File: config.mk
export PLATFORM = sky130hd
export DESIGN_NAME = gps_uart_rx
export DESIGN_NICKNAME = d
export VERILOG_FILES = /design/src/rtl/gps_pkg.sv /design/src/rtl/gps_rx_sync.sv /design/src/rtl/gps_uart_rx.sv
export SDC_FILE = /design/constraint.sdc
export NUM_CORES = 1
export LEC_CHECK = 0
export ABC_AREA = 1
export CAP_MARGIN = 15
export CORE_MARGIN = 3
export CORE_UTILIZATION = 30
export CTS_CLUSTER_SIZE = 28
export DETAILED_ROUTE_END_ITERATION = 10
export GPL_ROUTABILITY_DRIVEN = 0
export PLACE_DENSITY_LB_ADDON = 0.2
export SLEW_MARGIN = 5
export SYNTH_ARGS = -nofsm -noshare
export SYNTH_HDL_FRONTEND = slang
export SYNTH_SLANG_ARGS = --single-unit
File: constraint.sdc
create_clock -name clock -period 4.4 [get_ports clock]
set_input_delay 1.32 -clock clock [delete_from_list [all_inputs] [get_ports clock]]
set_output_delay 1.32 -clock clock [all_outputs]
set_load 0.03 [all_outputs]
File: src/rtl/gps_pkg.sv
// rtl/gps_pkg.sv - shared GPS path types and constants
package gps_pkg;

    typedef enum logic [1:0] {
        ST_IDLE  = 2'd0,
        ST_START = 2'd1,
        ST_DATA  = 2'd2,
        ST_STOP  = 2'd3
    } rx_state_t;

    localparam int GPS_B = 8;

    localparam logic [7:0] NMEA_DOLLAR = 8'h24;
    localparam logic [7:0] NMEA_STAR   = 8'h2A;
    localparam logic [7:0] NMEA_COMMA  = 8'h2C;

endpackage

File: src/rtl/gps_rx_sync.sv
// rtl/gps_rx_sync.sv - two-flop synchroniser for asynchronous GPS inputs, idles high
module gps_rx_sync (
    input  logic clock,
    input  logic reset,
    input  logic din,
    output logic dout
);

    logic stage1;

    // Resets to 1 so an idle-high line never looks like a falling edge after reset.
    always_ff @(posedge clock) begin
        if (!reset) begin
            stage1 <= 1'b1;
            dout   <= 1'b1;
        end else begin
            stage1 <= din;
            dout   <= stage1;
        end
    end

endmodule

File: src/rtl/gps_uart_rx.sv
// rtl/gps_uart_rx.sv - 8N1 UART receiver feeding the GPS byte interface
module gps_uart_rx
    import gps_pkg::*;
#(
    parameter int CLOCK_HZ = 50_000_000,
    parameter int BAUD     = 9600,
    parameter int B        = GPS_B
) (
    input  logic         clock,
    input  logic         reset,
    input  logic         rx,
    output logic [B-1:0] data,
    output logic         load,
    output logic         framing_error,
    output logic         busy
);

    localparam int BIT_CYCLES = CLOCK_HZ / BAUD;
    localparam int HALF       = BIT_CYCLES / 2;
    localparam int CW         = $clog2(BIT_CYCLES);
    localparam int BW         = $clog2(B + 1);

    localparam logic [CW-1:0] BIT_LAST  = CW'(BIT_CYCLES - 1);
    localparam logic [CW-1:0] HALF_LAST = CW'(HALF - 1);
    localparam logic [BW-1:0] BITS_LAST = BW'(B - 1);

    if (BIT_CYCLES < 4) begin : g_bit_cycles_check
        $error("gps_uart_rx: CLOCK_HZ/BAUD must be at least 4");
    end

    rx_state_t     state;
    logic [CW-1:0] cnt;
    logic [BW-1:0] bitcnt;
    logic [B-1:0]  shreg;
    logic          rx_s;
    logic          rx_prev;

    gps_rx_sync u_sync (
        .clock (clock),
        .reset (reset),
        .din   (rx),
        .dout  (rx_s)
    );

    // One-cycle delayed copy of the synchronised line for falling-edge detection.
    always_ff @(posedge clock) begin
        if (!reset) begin
            rx_prev <= 1'b1;
        end else begin
            rx_prev <= rx_s;
        end
    end

    // Frame FSM: start qualification at mid start bit, then one sample per bit period.
    always_ff @(posedge clock) begin
        if (!reset) begin
            state         <= ST_IDLE;
            cnt           <= '0;
            bitcnt        <= '0;
            shreg         <= '0;
            data          <= '0;
            load          <= 1'b0;
            framing_error <= 1'b0;
            busy          <= 1'b0;
        end else begin
            load          <= 1'b0;
            framing_error <= 1'b0;
            unique case (state)
                ST_IDLE: begin
                    // Only a fresh high-to-low transition starts a frame.
                    if (rx_prev && !rx_s) begin
                        state <= ST_START;
                        cnt   <= '0;
                        busy  <= 1'b1;
                    end
                end
                ST_START: begin
                    if (cnt == HALF_LAST) begin
                        if (rx_s) begin
                            // Line already back high at mid start bit: a glitch.
                            state <= ST_IDLE;
                            busy  <= 1'b0;
                        end else begin
                            state  <= ST_DATA;
                            cnt    <= '0;
                            bitcnt <= '0;
                        end
                    end else begin
                        cnt <= cnt + 1'b1;
                    end
                end
                ST_DATA: begin
                    if (cnt == BIT_LAST) begin
                        // LSB arrives first, so shift in at the top and move right.
                        shreg <= {rx_s, shreg[B-1:1]};
                        cnt   <= '0;
                        if (bitcnt == BITS_LAST) begin
                            state  <= ST_STOP;
                            bitcnt <= '0;
                        end else begin
                            bitcnt <= bitcnt + 1'b1;
                        end
                    end else begin
                        cnt <= cnt + 1'b1;
                    end
                end
                ST_STOP: begin
                    if (cnt == BIT_LAST) begin
                        if (rx_s) begin
                            data <= shreg;
                            load <= 1'b1;
                        end else begin
                            framing_error <= 1'b1;
                        end
                        // Leave at mid stop bit so a back-to-back start edge is not missed.
                        state <= ST_IDLE;
                        cnt   <= '0;
                        busy  <= 1'b0;
                    end else begin
                        cnt <= cnt + 1'b1;
                    end
                end
                default: begin
                    state <= ST_IDLE;
                    busy  <= 1'b0;
                end
            endcase
        end
    end

endmodule

==> results of run 1 <==
-- routing by layer --
metal	global-route usage (%)	vias to the layer above	share of wire [%]
li1	-	966	-
met1	17.3	825	51
met3	2.82	8	3.7
met2	19.6	25	43
met4	5.86	0	2.1
met5	0	-	0
-- kinds of logic after synthesis --
family          after synthesis  share of synthesized area, %
compound gates               32                          9.75
buf+inv                      33                          7.31
simple gates                179                          40.3
fa+ha+maj                     2                          1.25
xor+xnor                      1                         0.438
flops                        41                          41.0
-- state kept, by name, summed over array words and instances, names as in the netlist, named ones only --
name,cells
bitcnt,4
busy,1
cnt,13
data,8
framing_error,1
load,1
rx_prev,1
shreg,8
state,1
u_sync.dout,1
u_sync.stage1,1
-- how the worst min path moves through the flow --
| stage | from | endpoint | cells past startpoint |
|---|---|---|---|
| floorplan | u_sync.stage1$_SDFF_PN1_ | u_sync.dout$_SDFF_PN1_ | 1 |
| detailed placement | u_sync.stage1$_SDFF_PN1_ | u_sync.dout$_SDFF_PN1_ | 1 |
| global placement | u_sync.stage1$_SDFF_PN1_ | u_sync.dout$_SDFF_PN1_ | 1 |
| finish | u_sync.stage1$_SDFF_PN1_ | u_sync.dout$_SDFF_PN1_ | 1 |
| global route | u_sync.stage1$_SDFF_PN1_ | u_sync.dout$_SDFF_PN1_ | 1 |
| CTS | u_sync.stage1$_SDFF_PN1_ | u_sync.dout$_SDFF_PN1_ | 1 |
-- cell type report --
cell class | count | area [µm²]
Clock inverter | 3 | 46.3
Fill cell | 696 | 4120
Sequential cell | 41 | 821
Timing Repair Buffer | 14 | 138
Clock buffer | 5 | 68.8
Multi-Input combinational cell | 214 | 1030
Tap cell | 77 | 96.3
Inverter | 27 | 101
-- Yosys cell counts --
master	number
sky130_fd_sc_hd__clkbuf_1	3
sky130_fd_sc_hd__o21ai_2	1
sky130_fd_sc_hd__buf_6	3
sky130_fd_sc_hd__a21oi_2	2
sky130_fd_sc_hd__nor3_2	2
sky130_fd_sc_hd__nand3_1	22
sky130_fd_sc_hd__o21ai_0	12
sky130_fd_sc_hd__nand4_1	6
sky130_fd_sc_hd__a211oi_2	1
sky130_fd_sc_hd__o211ai_1	1
sky130_fd_sc_hd__nor2_1	54
sky130_fd_sc_hd__nand4_2	1
sky130_fd_sc_hd__dfxtp_1	41
sky130_fd_sc_hd__or2_2	2
sky130_fd_sc_hd__inv_1	19
sky130_fd_sc_hd__a21oi_1	11
sky130_fd_sc_hd__o21ai_4	1
sky130_fd_sc_hd__xor2_1	1
sky130_fd_sc_hd__nor2_8	1
sky130_fd_sc_hd__ha_1	2
sky130_fd_sc_hd__inv_2	8
sky130_fd_sc_hd__o21ai_1	2
sky130_fd_sc_hd__nor3_1	18
sky130_fd_sc_hd__nor2_4	1
sky130_fd_sc_hd__nand3_2	1
sky130_fd_sc_hd__nand2_1	66
sky130_fd_sc_hd__a211oi_1	1
sky130_fd_sc_hd__nor2_2	1
sky130_fd_sc_hd__nand2_2	4
-- per-stage QoR --
| step | worst slack [ns] | std cells | power [µW] | hold slack [ns] |
|---|---|---|---|---|
| 2_1_floorplan | 2.46 | 288 | 412 | 0.393 |
| 3_3_place_gp | 1.55 | 373 | 423 | 0.401 |
| 3_5_place_dp | 1.55 | 373 | 422 | 0.406 |
| 4_1_cts | 1.75 | 381 | 737 | 0.428 |
| 5_1_grt | 1.72 | 381 | 752 | 0.459 |
| 6_report | 1.77 | 381 | 727 | 0.427 |
-- power groups by stage --
| stage | logic, µW | registers, µW | clock network [µW] |
|---|---|---|---|
| 3_5_place_dp | 36.8 | 386 | 0 |
| 2_1_floorplan | 25.4 | 387 | 0 |
| 5_1_grt | 40.9 | 377 | 333 |
| 4_1_cts | 36.9 | 377 | 324 |
| 6_report | 36.2 | 377 | 314 |
| 3_3_place_gp | 36.7 | 386 | 0 |
-- placed cells by master, fill, tap and decap left out, types with 2 or more instances in the layout --
cell type	synthesis	final
sky130_fd_sc_hd__ha_1	2	2
sky130_fd_sc_hd__nand2_1	66	66
sky130_fd_sc_hd__inv_1	19	19
sky130_fd_sc_hd__nor3_2	2	2
sky130_fd_sc_hd__nand4_1	6	6
sky130_fd_sc_hd__a21oi_1	11	11
sky130_fd_sc_hd__clkdlybuf4s50_1	0	13
sky130_fd_sc_hd__o21ai_1	2	2
sky130_fd_sc_hd__clkbuf_8	0	5
sky130_fd_sc_hd__nor2_1	54	54
sky130_fd_sc_hd__or2_2	2	2
sky130_fd_sc_hd__dfxtp_1	41	41
sky130_fd_sc_hd__nand2_2	4	4
sky130_fd_sc_hd__o21ai_0	12	12
sky130_fd_sc_hd__a21oi_2	2	2
sky130_fd_sc_hd__nor3_1	18	18
sky130_fd_sc_hd__nand3_1	22	22
sky130_fd_sc_hd__inv_2	8	8
==> report_table.html, run 1 <==
<table>
<tr><th>Metric</th><th>Value</th></tr>
<tr><th colspan="2">Clock tree</th></tr>
<tr><td>Number of resized instances in the post-cts repair step</td><td>0</td></tr>
<tr><td>Number of post-CTS setup repair buffers</td><td>0</td></tr>
<tr><td>Maximum level of the CTS H-tree</td><td>2</td></tr>
<tr><td>Total CTS buffers</td><td>5</td></tr>
<tr><td>Sinks on Clock Net</td><td>a little over 40</td></tr>
<tr><td>Total of hold buffers inserted after clock tree synthesis</td><td>0</td></tr>
<tr><td>Worst-skew pair later-pin latency</td><td>approximately 0.30 ns</td></tr>
<tr><td>Root buffer cell</td><td>sky130_fd_sc_hd__clkbuf_8</td></tr>
<tr><td>Clk pin slew, worst setup/hold paths</td><td>0.09 ns</td></tr>
<tr><td>Maximum root-to-sink buffer count</td><td>2</td></tr>
<tr><td>TritonCTS clock tree</td><td>yes</td></tr>
<tr><th colspan="2">Worst setup path</th></tr>
<tr><td>Crit path launch type</td><td>flip-flop</td></tr>
<tr><td>Depth of the worst register-to-register path</td><td>10</td></tr>
<tr><td>CP Capture Type</td><td>primary output</td></tr>
<tr><td>Critical R2R Capture</td><td>cnt[4]$_SDFFE_PN0P_</td></tr>
<tr><td>Launch point of the critical path</td><td>data[2]$_SDFFE_PN0P_</td></tr>
<tr><td>Critical R2R Launch</td><td>cnt[0]$_SDFFE_PN0P_</td></tr>
<tr><td>Reg2reg setup slack</td><td>between 2 and 2.5 ns</td></tr>
<tr><td>Worst-path maximum fanout</td><td>2</td></tr>
<tr><td>Sequence of cells on the critical path</td><td>clkdlybuf4s50_1</td></tr>
<tr><td>Buffers and inverters on the worst path</td><td>1</td></tr>
<tr><td>CP required</td><td>a little over 3 ns</td></tr>
<tr><td>Type of the setup path with the least slack</td><td>reg2out</td></tr>
<tr><td>Arr. time, crit path</td><td>around 1.3 ns</td></tr>
<tr><td>Cell count along the critical path</td><td>1</td></tr>
<tr><td>Last element of the critical path</td><td>data[2]</td></tr>
<tr><td>Slowest-stage cell, CP</td><td>sky130_fd_sc_hd__clkdlybuf4s50_1</td></tr>
<tr><td>CP max stage delay</td><td>0.67 ns</td></tr>
<tr><td>Kind of cell with the highest combined delay on the critical path</td><td>buffers and inverters</td></tr>
<tr><th colspan="2">STA</th></tr>
<tr><td>Slew at the pin closest to its max-slew limit</td><td>between 0.6 and 0.7 ns</td></tr>
<tr><td>Setup repair after global routing missed its margin</td><td>false</td></tr>
<tr><td>Shortest period the worst path allows</td><td>about 2.6 ns</td></tr>
<tr><td>Total Neg Setup Slack</td><td>0 ns</td></tr>
<tr><td>Relative slew margins</td><td>between 50% and 60%</td></tr>
<tr><td>Final count of pins violating max slew</td><td>0</td></tr>
<tr><td>Worst clock skew</td><td>0.00892 ns</td></tr>
<tr><td>Number of hold-slack violations in the final timing report</td><td>0</td></tr>
<tr><td>Highest clock rate</td><td>381 MHz</td></tr>
<tr><td>Ratio of final minimum period to clock period</td><td>roughly three fifths</td></tr>
<tr><td>Setup-failing EPs final</td><td>0</td></tr>
<tr><th colspan="2">Layout</th></tr>
<tr><td>P&amp;R area growth vs syn</td><td>15.2%</td></tr>
<tr><td>Share of post-route cells with drive strength above 1</td><td>11.5%</td></tr>
<tr><td>Final standard cell area without fillers</td><td>around 0.0023 mm²</td></tr>
<tr><td>Ant diodes</td><td>0</td></tr>
<tr><td>Core utilization of the finished layout</td><td>roughly 36%</td></tr>
<tr><td>Final #Nets</td><td>308</td></tr>
<tr><th colspan="2">Routing</th></tr>
<tr><td>Routed Wire Length</td><td>4.46 mm</td></tr>
<tr><td>Number of violations reported at the end of detailed-routing iteration 0</td><td>106</td></tr>
<tr><td>Routed vias/inst</td><td>around 4.8</td></tr>
<tr><td>DR DRC count</td><td>0</td></tr>
<tr><td>DR vias</td><td>around 1800</td></tr>
<tr><td>First-pass detailed-route iteration total</td><td>4</td></tr>
<tr><td>Remaining antenna violation count after routing</td><td>0</td></tr>
<tr><td>Mean routed wirelength per cell</td><td>11.7 µm</td></tr>
<tr><th colspan="2">Yosys</th></tr>
<tr><td>Post-synthesis cell type count</td><td>29</td></tr>
<tr><td>Area share of the largest cell type after synthesis</td><td>roughly two fifths</td></tr>
<tr><td>Area contributors post-synth</td><td>sky130_fd_sc_hd__dfxtp_1, sky130_fd_sc_hd__nand2_1, sky130_fd_sc_hd__nor2_1</td></tr>
<tr><td>Number of instances in the synthesized netlist</td><td>about 290</td></tr>
<tr><td>Number of warning messages in the yosys log</td><td>0</td></tr>
<tr><td>Average cell area after synthesis</td><td>6.95 µm²</td></tr>
<tr><td>Combined area of all synthesized cells</td><td>roughly 0.0020 mm²</td></tr>
<tr><td>Portion of the post-synthesis area used by sequential elements</td><td>between 40% and 50%</td></tr>
<tr><td>Post-synth net total</td><td>roughly 300</td></tr>
<tr><td>Cell type with the largest total area after synthesis</td><td>sky130_fd_sc_hd__dfxtp_1</td></tr>
<tr><td>Number of storage elements in the synthesis netlist</td><td>41</td></tr>
<tr><th colspan="2">Global route</th></tr>
<tr><td>Initial antenna violation count</td><td>0</td></tr>
<tr><td>Wire length of the first global-routing pass</td><td>7.76 mm</td></tr>
<tr><td>Grt ovf</td><td>0</td></tr>
<tr><td>Largest net degree at the start of global routing</td><td>22</td></tr>
<tr><td>Overall routing resource usage</td><td>between 10% and 20%</td></tr>
<tr><td>Via count of the first global-routing pass</td><td>between 1500 and 2000</td></tr>
<tr><th colspan="2">Status</th></tr>
<tr><td>Status</td><td>finished clean</td></tr>
<tr><th colspan="2">Floorplan</th></tr>
<tr><td>Starting density of the core</td><td>between 30% and 40%</td></tr>
<tr><td>Number of core rows</td><td>29</td></tr>
<tr><td>Die ar.</td><td>0.00769 mm²</td></tr>
<tr><td>Horizontal die dimension</td><td>slightly below 90 µm</td></tr>
<tr><td>Ports placed on the boundary</td><td>14</td></tr>
<tr><td>Core box area</td><td>~0.0064 mm²</td></tr>
<tr><td>Die Span Y</td><td>87.7 µm</td></tr>
<tr><th colspan="2">Pwr</th></tr>
<tr><td>Switching Share</td><td>roughly a quarter</td></tr>
<tr><td>Portion of total power attributed to the clock network</td><td>43.2%</td></tr>
<tr><td>Sequential group share of total power</td><td>51.9%</td></tr>
<tr><td>Cell Pwr Density</td><td>315 mW/mm²</td></tr>
<tr><td>Peak supply drop</td><td>roughly 0.13 mV</td></tr>
<tr><td>Internal power summed over all cells</td><td>roughly 550 µW</td></tr>
<tr><td>Logic gate share of total power</td><td>5.0%</td></tr>
<tr><td>Leakage power</td><td>approximately 0.00091 µW</td></tr>
<tr><td>Power spent charging and discharging nets</td><td>between 150 and 200 µW</td></tr>
<tr><th colspan="2">Placement</th></tr>
<tr><td>HPWL after detailed placement</td><td>roughly 3.3 mm</td></tr>
<tr><td>Area after detailed placement</td><td>about 0.0022 mm²</td></tr>
<tr><td>PortBufs</td><td>13</td></tr>
<tr><th colspan="2">Flow run</th></tr>
<tr><td>Max_cap viols</td><td>0</td></tr>
<tr><th colspan="2">Min path</th></tr>
<tr><td>Path class of the lowest-slack min-delay path</td><td>reg2reg</td></tr>
</table>
Note: power is estimated with default switching activity, not from simulation.
==> run 2: changes to the inputs <==
==> constraint.sdc (replaced) <==
create_clock -name clock -period 2.7 [get_ports clock]
set_input_delay 0.81 -clock clock [delete_from_list [all_inputs] [get_ports clock]]
set_output_delay 0.81 -clock clock [all_outputs]
set_load 0.03 [all_outputs]
==> report_table.html, run 2 (synthesized netlist as in run 1, its figures left out) <==
<table>
<tr><th>Metric</th><th>Value</th></tr>
<tr><th colspan="2">Floorplan</th></tr>
<tr><td>Ports placed on the boundary</td><td>14 (unchanged)</td></tr>
<tr><td>Horizontal die dimension</td><td>87.7 µm (unchanged)</td></tr>
<tr><td>Starting density of the core</td><td>31.2% (unchanged)</td></tr>
<tr><td>Die Span Y</td><td>87.7 µm (unchanged)</td></tr>
<tr><td>Die ar.</td><td>0.00769 mm² (unchanged)</td></tr>
<tr><td>Number of core rows</td><td>29 (unchanged)</td></tr>
<tr><td>Core box area</td><td>0.00642 mm² (unchanged)</td></tr>
<tr><th colspan="2">Worst setup path</th></tr>
<tr><td>Depth of the worst register-to-register path</td><td>10 (unchanged)</td></tr>
<tr><td>Critical R2R Capture</td><td>cnt[7]$_SDFFE_PN0P_ (was cnt[4]$_SDFFE_PN0P_)</td></tr>
<tr><td>Kind of cell with the highest combined delay on the critical path</td><td>buffers and inverters (unchanged)</td></tr>
<tr><td>CP required</td><td>1.89 ns (was 3.08 ns)</td></tr>
<tr><td>Sequence of cells on the critical path</td><td>clkdlybuf4s50_1 (unchanged)</td></tr>
<tr><td>Slowest-stage cell, CP</td><td>sky130_fd_sc_hd__clkdlybuf4s50_1 (unchanged)</td></tr>
<tr><td>Critical R2R Launch</td><td>cnt[0]$_SDFFE_PN0P_ (unchanged)</td></tr>
<tr><td>Crit path launch type</td><td>flip-flop (unchanged)</td></tr>
<tr><td>Type of the setup path with the least slack</td><td>reg2out (unchanged)</td></tr>
<tr><td>Buffers and inverters on the worst path</td><td>1 (unchanged)</td></tr>
<tr><td>Worst-path maximum fanout</td><td>2 (unchanged)</td></tr>
<tr><td>Launch point of the critical path</td><td>data[7]$_SDFFE_PN0P_ (was data[2]$_SDFFE_PN0P_)</td></tr>
<tr><td>CP max stage delay</td><td>0.67 ns (about the same)</td></tr>
<tr><td>Arr. time, crit path</td><td>1.31 ns (about the same)</td></tr>
<tr><td>CP Capture Type</td><td>primary output (unchanged)</td></tr>
<tr><td>Reg2reg setup slack</td><td>0.71 ns (was 2.41 ns)</td></tr>
<tr><th colspan="2">Layout</th></tr>
<tr><td>Filler Cell Count</td><td>709 (was 696)</td></tr>
<tr><td>Core utilization of the finished layout</td><td>36.0% (was 35.9%)</td></tr>
<tr><td>Post-route insts no fill</td><td>382 (was 381)</td></tr>
<tr><td>P&amp;R area growth vs syn</td><td>15.6% (was 15.2%)</td></tr>
<tr><td>Leading cell types in the layout, fill and taps excluded</td><td>sky130_fd_sc_hd__nand2_1, sky130_fd_sc_hd__nor2_1, sky130_fd_sc_hd__dfxtp_1 (unchanged)</td></tr>
<tr><td>Area used by sequential logic in the layout</td><td>821 µm² (unchanged)</td></tr>
<tr><td>Most common cell after layout, fill and taps aside</td><td>sky130_fd_sc_hd__nand2_1 (unchanged)</td></tr>
<tr><td>Final standard cell area without fillers</td><td>0.00231 mm² (about the same)</td></tr>
<tr><td>Flip-flop count of the largest register, all copies and words added</td><td>13 (unchanged)</td></tr>
<tr><td>Largest registers</td><td>cnt: 13 flops, data: 8 flops, shreg: 8 flops (unchanged)</td></tr>
<tr><td>Area of the multi-input gates</td><td>0.00103 mm² (unchanged)</td></tr>
<tr><td>Share of post-route cells with drive strength above 1</td><td>11.8% (was 11.5%)</td></tr>
<tr><td>Final #Nets</td><td>309 (was 308)</td></tr>
<tr><td>Ant diodes</td><td>0 (unchanged)</td></tr>
<tr><td>Register ranked first by flip-flop count</td><td>cnt (unchanged)</td></tr>
<tr><th colspan="2">Pwr</th></tr>
<tr><td>Peak supply drop</td><td>0.235 mV (was 0.131 mV)</td></tr>
<tr><td>Total power</td><td>1180 µW (was 727 µW)</td></tr>
<tr><td>Internal power summed over all cells</td><td>905 µW (was 555 µW)</td></tr>
<tr><td>Leakage power</td><td>0.000913 µW (was 0.000908 µW)</td></tr>
<tr><td>Switching Share</td><td>23.6% (was 23.7%)</td></tr>
<tr><td>Sequential group share of total power</td><td>51.9% (about the same)</td></tr>
<tr><td>Cell Pwr Density</td><td>512 mW/mm² (was 315 mW/mm²)</td></tr>
<tr><td>Portion of total power attributed to the clock network</td><td>43.0% (was 43.2%)</td></tr>
<tr><td>Logic gate share of total power</td><td>5.1% (was 5.0%)</td></tr>
<tr><td>Power spent charging and discharging nets</td><td>279 µW (was 172 µW)</td></tr>
<tr><th colspan="2">STA</th></tr>
<tr><td>Number of hold-slack violations in the final timing report</td><td>0 (unchanged)</td></tr>
<tr><td>Setup-failing EPs final</td><td>0 (unchanged)</td></tr>
<tr><td>Relative slew margins</td><td>67.5% (was 56.0%)</td></tr>
<tr><td>Highest clock rate</td><td>471 MHz</td></tr>
<tr><td>Setup repair after global routing missed its margin</td><td>false (unchanged)</td></tr>
<tr><td>Final count of pins violating max slew</td><td>0 (unchanged)</td></tr>
<tr><td>Total Neg Setup Slack</td><td>0 ns (unchanged)</td></tr>
<tr><td>Slew at the pin closest to its max-slew limit</td><td>0.487 ns (was 0.659 ns)</td></tr>
<tr><td>Worst clock skew</td><td>0.0128 ns (was 0.00892 ns)</td></tr>
<tr><td>Ratio of final minimum period to clock period</td><td>78.7%</td></tr>
<tr><td>Shortest period the worst path allows</td><td>~2.1 ns</td></tr>
<tr><th colspan="2">Routing</th></tr>
<tr><td>DR vias</td><td>1831 (was 1824)</td></tr>
<tr><td>DR DRC count</td><td>0 (unchanged)</td></tr>
<tr><td>Routed Wire Length</td><td>4.54 mm (was 4.46 mm)</td></tr>
<tr><td>First-pass detailed-route iteration total</td><td>4 (unchanged)</td></tr>
<tr><td>Number of violations reported at the end of detailed-routing iteration 0</td><td>114 (was 106)</td></tr>
<tr><td>Routed vias/inst</td><td>4.79 (about the same)</td></tr>
<tr><td>Mean routed wirelength per cell</td><td>11.9 µm (was 11.7 µm)</td></tr>
<tr><td>Remaining antenna violation count after routing</td><td>0 (unchanged)</td></tr>
<tr><th colspan="2">Global route</th></tr>
<tr><td>Grt ovf</td><td>0 (unchanged)</td></tr>
<tr><td>Via count of the first global-routing pass</td><td>1732 (was 1664)</td></tr>
<tr><td>Wire length of the first global-routing pass</td><td>8.09 mm (was 7.76 mm)</td></tr>
<tr><td>Largest net degree at the start of global routing</td><td>15 (was 22)</td></tr>
<tr><td>Overall routing resource usage</td><td>13.2% (was 12.8%)</td></tr>
<tr><td>Initial antenna violation count</td><td>0 (unchanged)</td></tr>
<tr><th colspan="2">Flow run</th></tr>
<tr><td>Max_cap viols</td><td>0 (unchanged)</td></tr>
<tr><th colspan="2">Clock tree</th></tr>
<tr><td>Maximum level of the CTS H-tree</td><td>2 (unchanged)</td></tr>
<tr><td>Worst-skew pair later-pin latency</td><td>0.30 ns (about the same)</td></tr>
<tr><td>Number of resized instances in the post-cts repair step</td><td>0 (unchanged)</td></tr>
<tr><td>Sinks on Clock Net</td><td>41 (unchanged)</td></tr>
<tr><td>Total CTS buffers</td><td>5 (unchanged)</td></tr>
<tr><td>Root buffer cell</td><td>sky130_fd_sc_hd__clkbuf_8 (unchanged)</td></tr>
<tr><td>Number of post-CTS setup repair buffers</td><td>0 (unchanged)</td></tr>
<tr><td>Maximum root-to-sink buffer count</td><td>2 (unchanged)</td></tr>
<tr><td>Total of hold buffers inserted after clock tree synthesis</td><td>0 (unchanged)</td></tr>
<tr><td>Clk pin slew, worst setup/hold paths</td><td>0.09 ns (about the same)</td></tr>
<tr><td>TritonCTS clock tree</td><td>yes (unchanged)</td></tr>
<tr><th colspan="2">Placement</th></tr>
<tr><td>HPWL after detailed placement</td><td>3.34 mm (was 3.26 mm)</td></tr>
<tr><td>Total instance count after detailed placement</td><td>374 (was 373)</td></tr>
<tr><td>PortBufs</td><td>13 (unchanged)</td></tr>
<tr><td>Area after detailed placement</td><td>0.00220 mm² (was 0.00219 mm²)</td></tr>
<tr><th colspan="2">Min path</th></tr>
<tr><td>Worst hold path stage count</td><td>1 (unchanged)</td></tr>
<tr><td>Hold Crit Endpoint</td><td>u_sync.dout$_SDFF_PN1_ (unchanged)</td></tr>
<tr><td>Path class of the lowest-slack min-delay path</td><td>reg2reg (unchanged)</td></tr>
<tr><td>Startpoint of the tightest hold check path</td><td>u_sync.stage1$_SDFF_PN1_ (unchanged)</td></tr>
<tr><th colspan="2">Status</th></tr>
<tr><td>Status</td><td>finished clean (unchanged)</td></tr>
</table>
-- run 2: power by group through the flow --
stage          Sequential, µW  Clock (µW)  Combinational, µW
3_3_place_gp              629           0               61.1
2_1_floorplan             630           0               41.4
5_1_grt                   616         549               68.0
4_1_cts                   615         526               61.1
3_5_place_dp              629           0               60.6
6_report                  615         509               60.3
-- run 2: per-stage QoR --
stage / worst slack (ns) / hold slack [ns]
2_1_floorplan: 1.22 / 0.393
4_1_cts: 0.558 / 0.417
6_report: 0.576 / 0.416
3_3_place_gp: 0.676 / 0.394
3_5_place_dp: 0.672 / 0.397
5_1_grt: 0.486 / 0.444
-- run 2: worst max path at each step --
stage / endpoint / slack [ns] / cells after the start
floorplan: flip-flop / 1.22 / 9
global placement: cnt[0]$_SDFFE_PN0P_ / 0.68 / 4
detailed placement: cnt[0]$_SDFFE_PN0P_ / 0.67 / 4
CTS: data[4] / 0.56 / 1
global route: data[4]$_SDFFE_PN0P_ / 0.49 / 7
finish: data[7] / 0.58 / 1
-- run 2: routing by layer --
metal  routed length, µm  share of wire (%)  vias up  track usage, %
li1                    -                  -      972               -
met1                2340                 52      828            17.5
met2                1990                 44       27            21.3
met3                 170                3.7        4            3.10
met4                  38               0.84        0            3.77
met5                   0                  0        -               0
-- run 2: cell type report --
| class | instances | area share, % |
|---|---|---|
| clock buffer | 5 | 2.97 |
| multi-input combinational | 214 | 44.7 |
| inverter | 27 | 4.38 |
| timing repair buffer | 15 | 6.27 |
| tap | 77 | 4.16 |
| clock inverter | 3 | 2.00 |
| sequential | 41 | 35.5 |
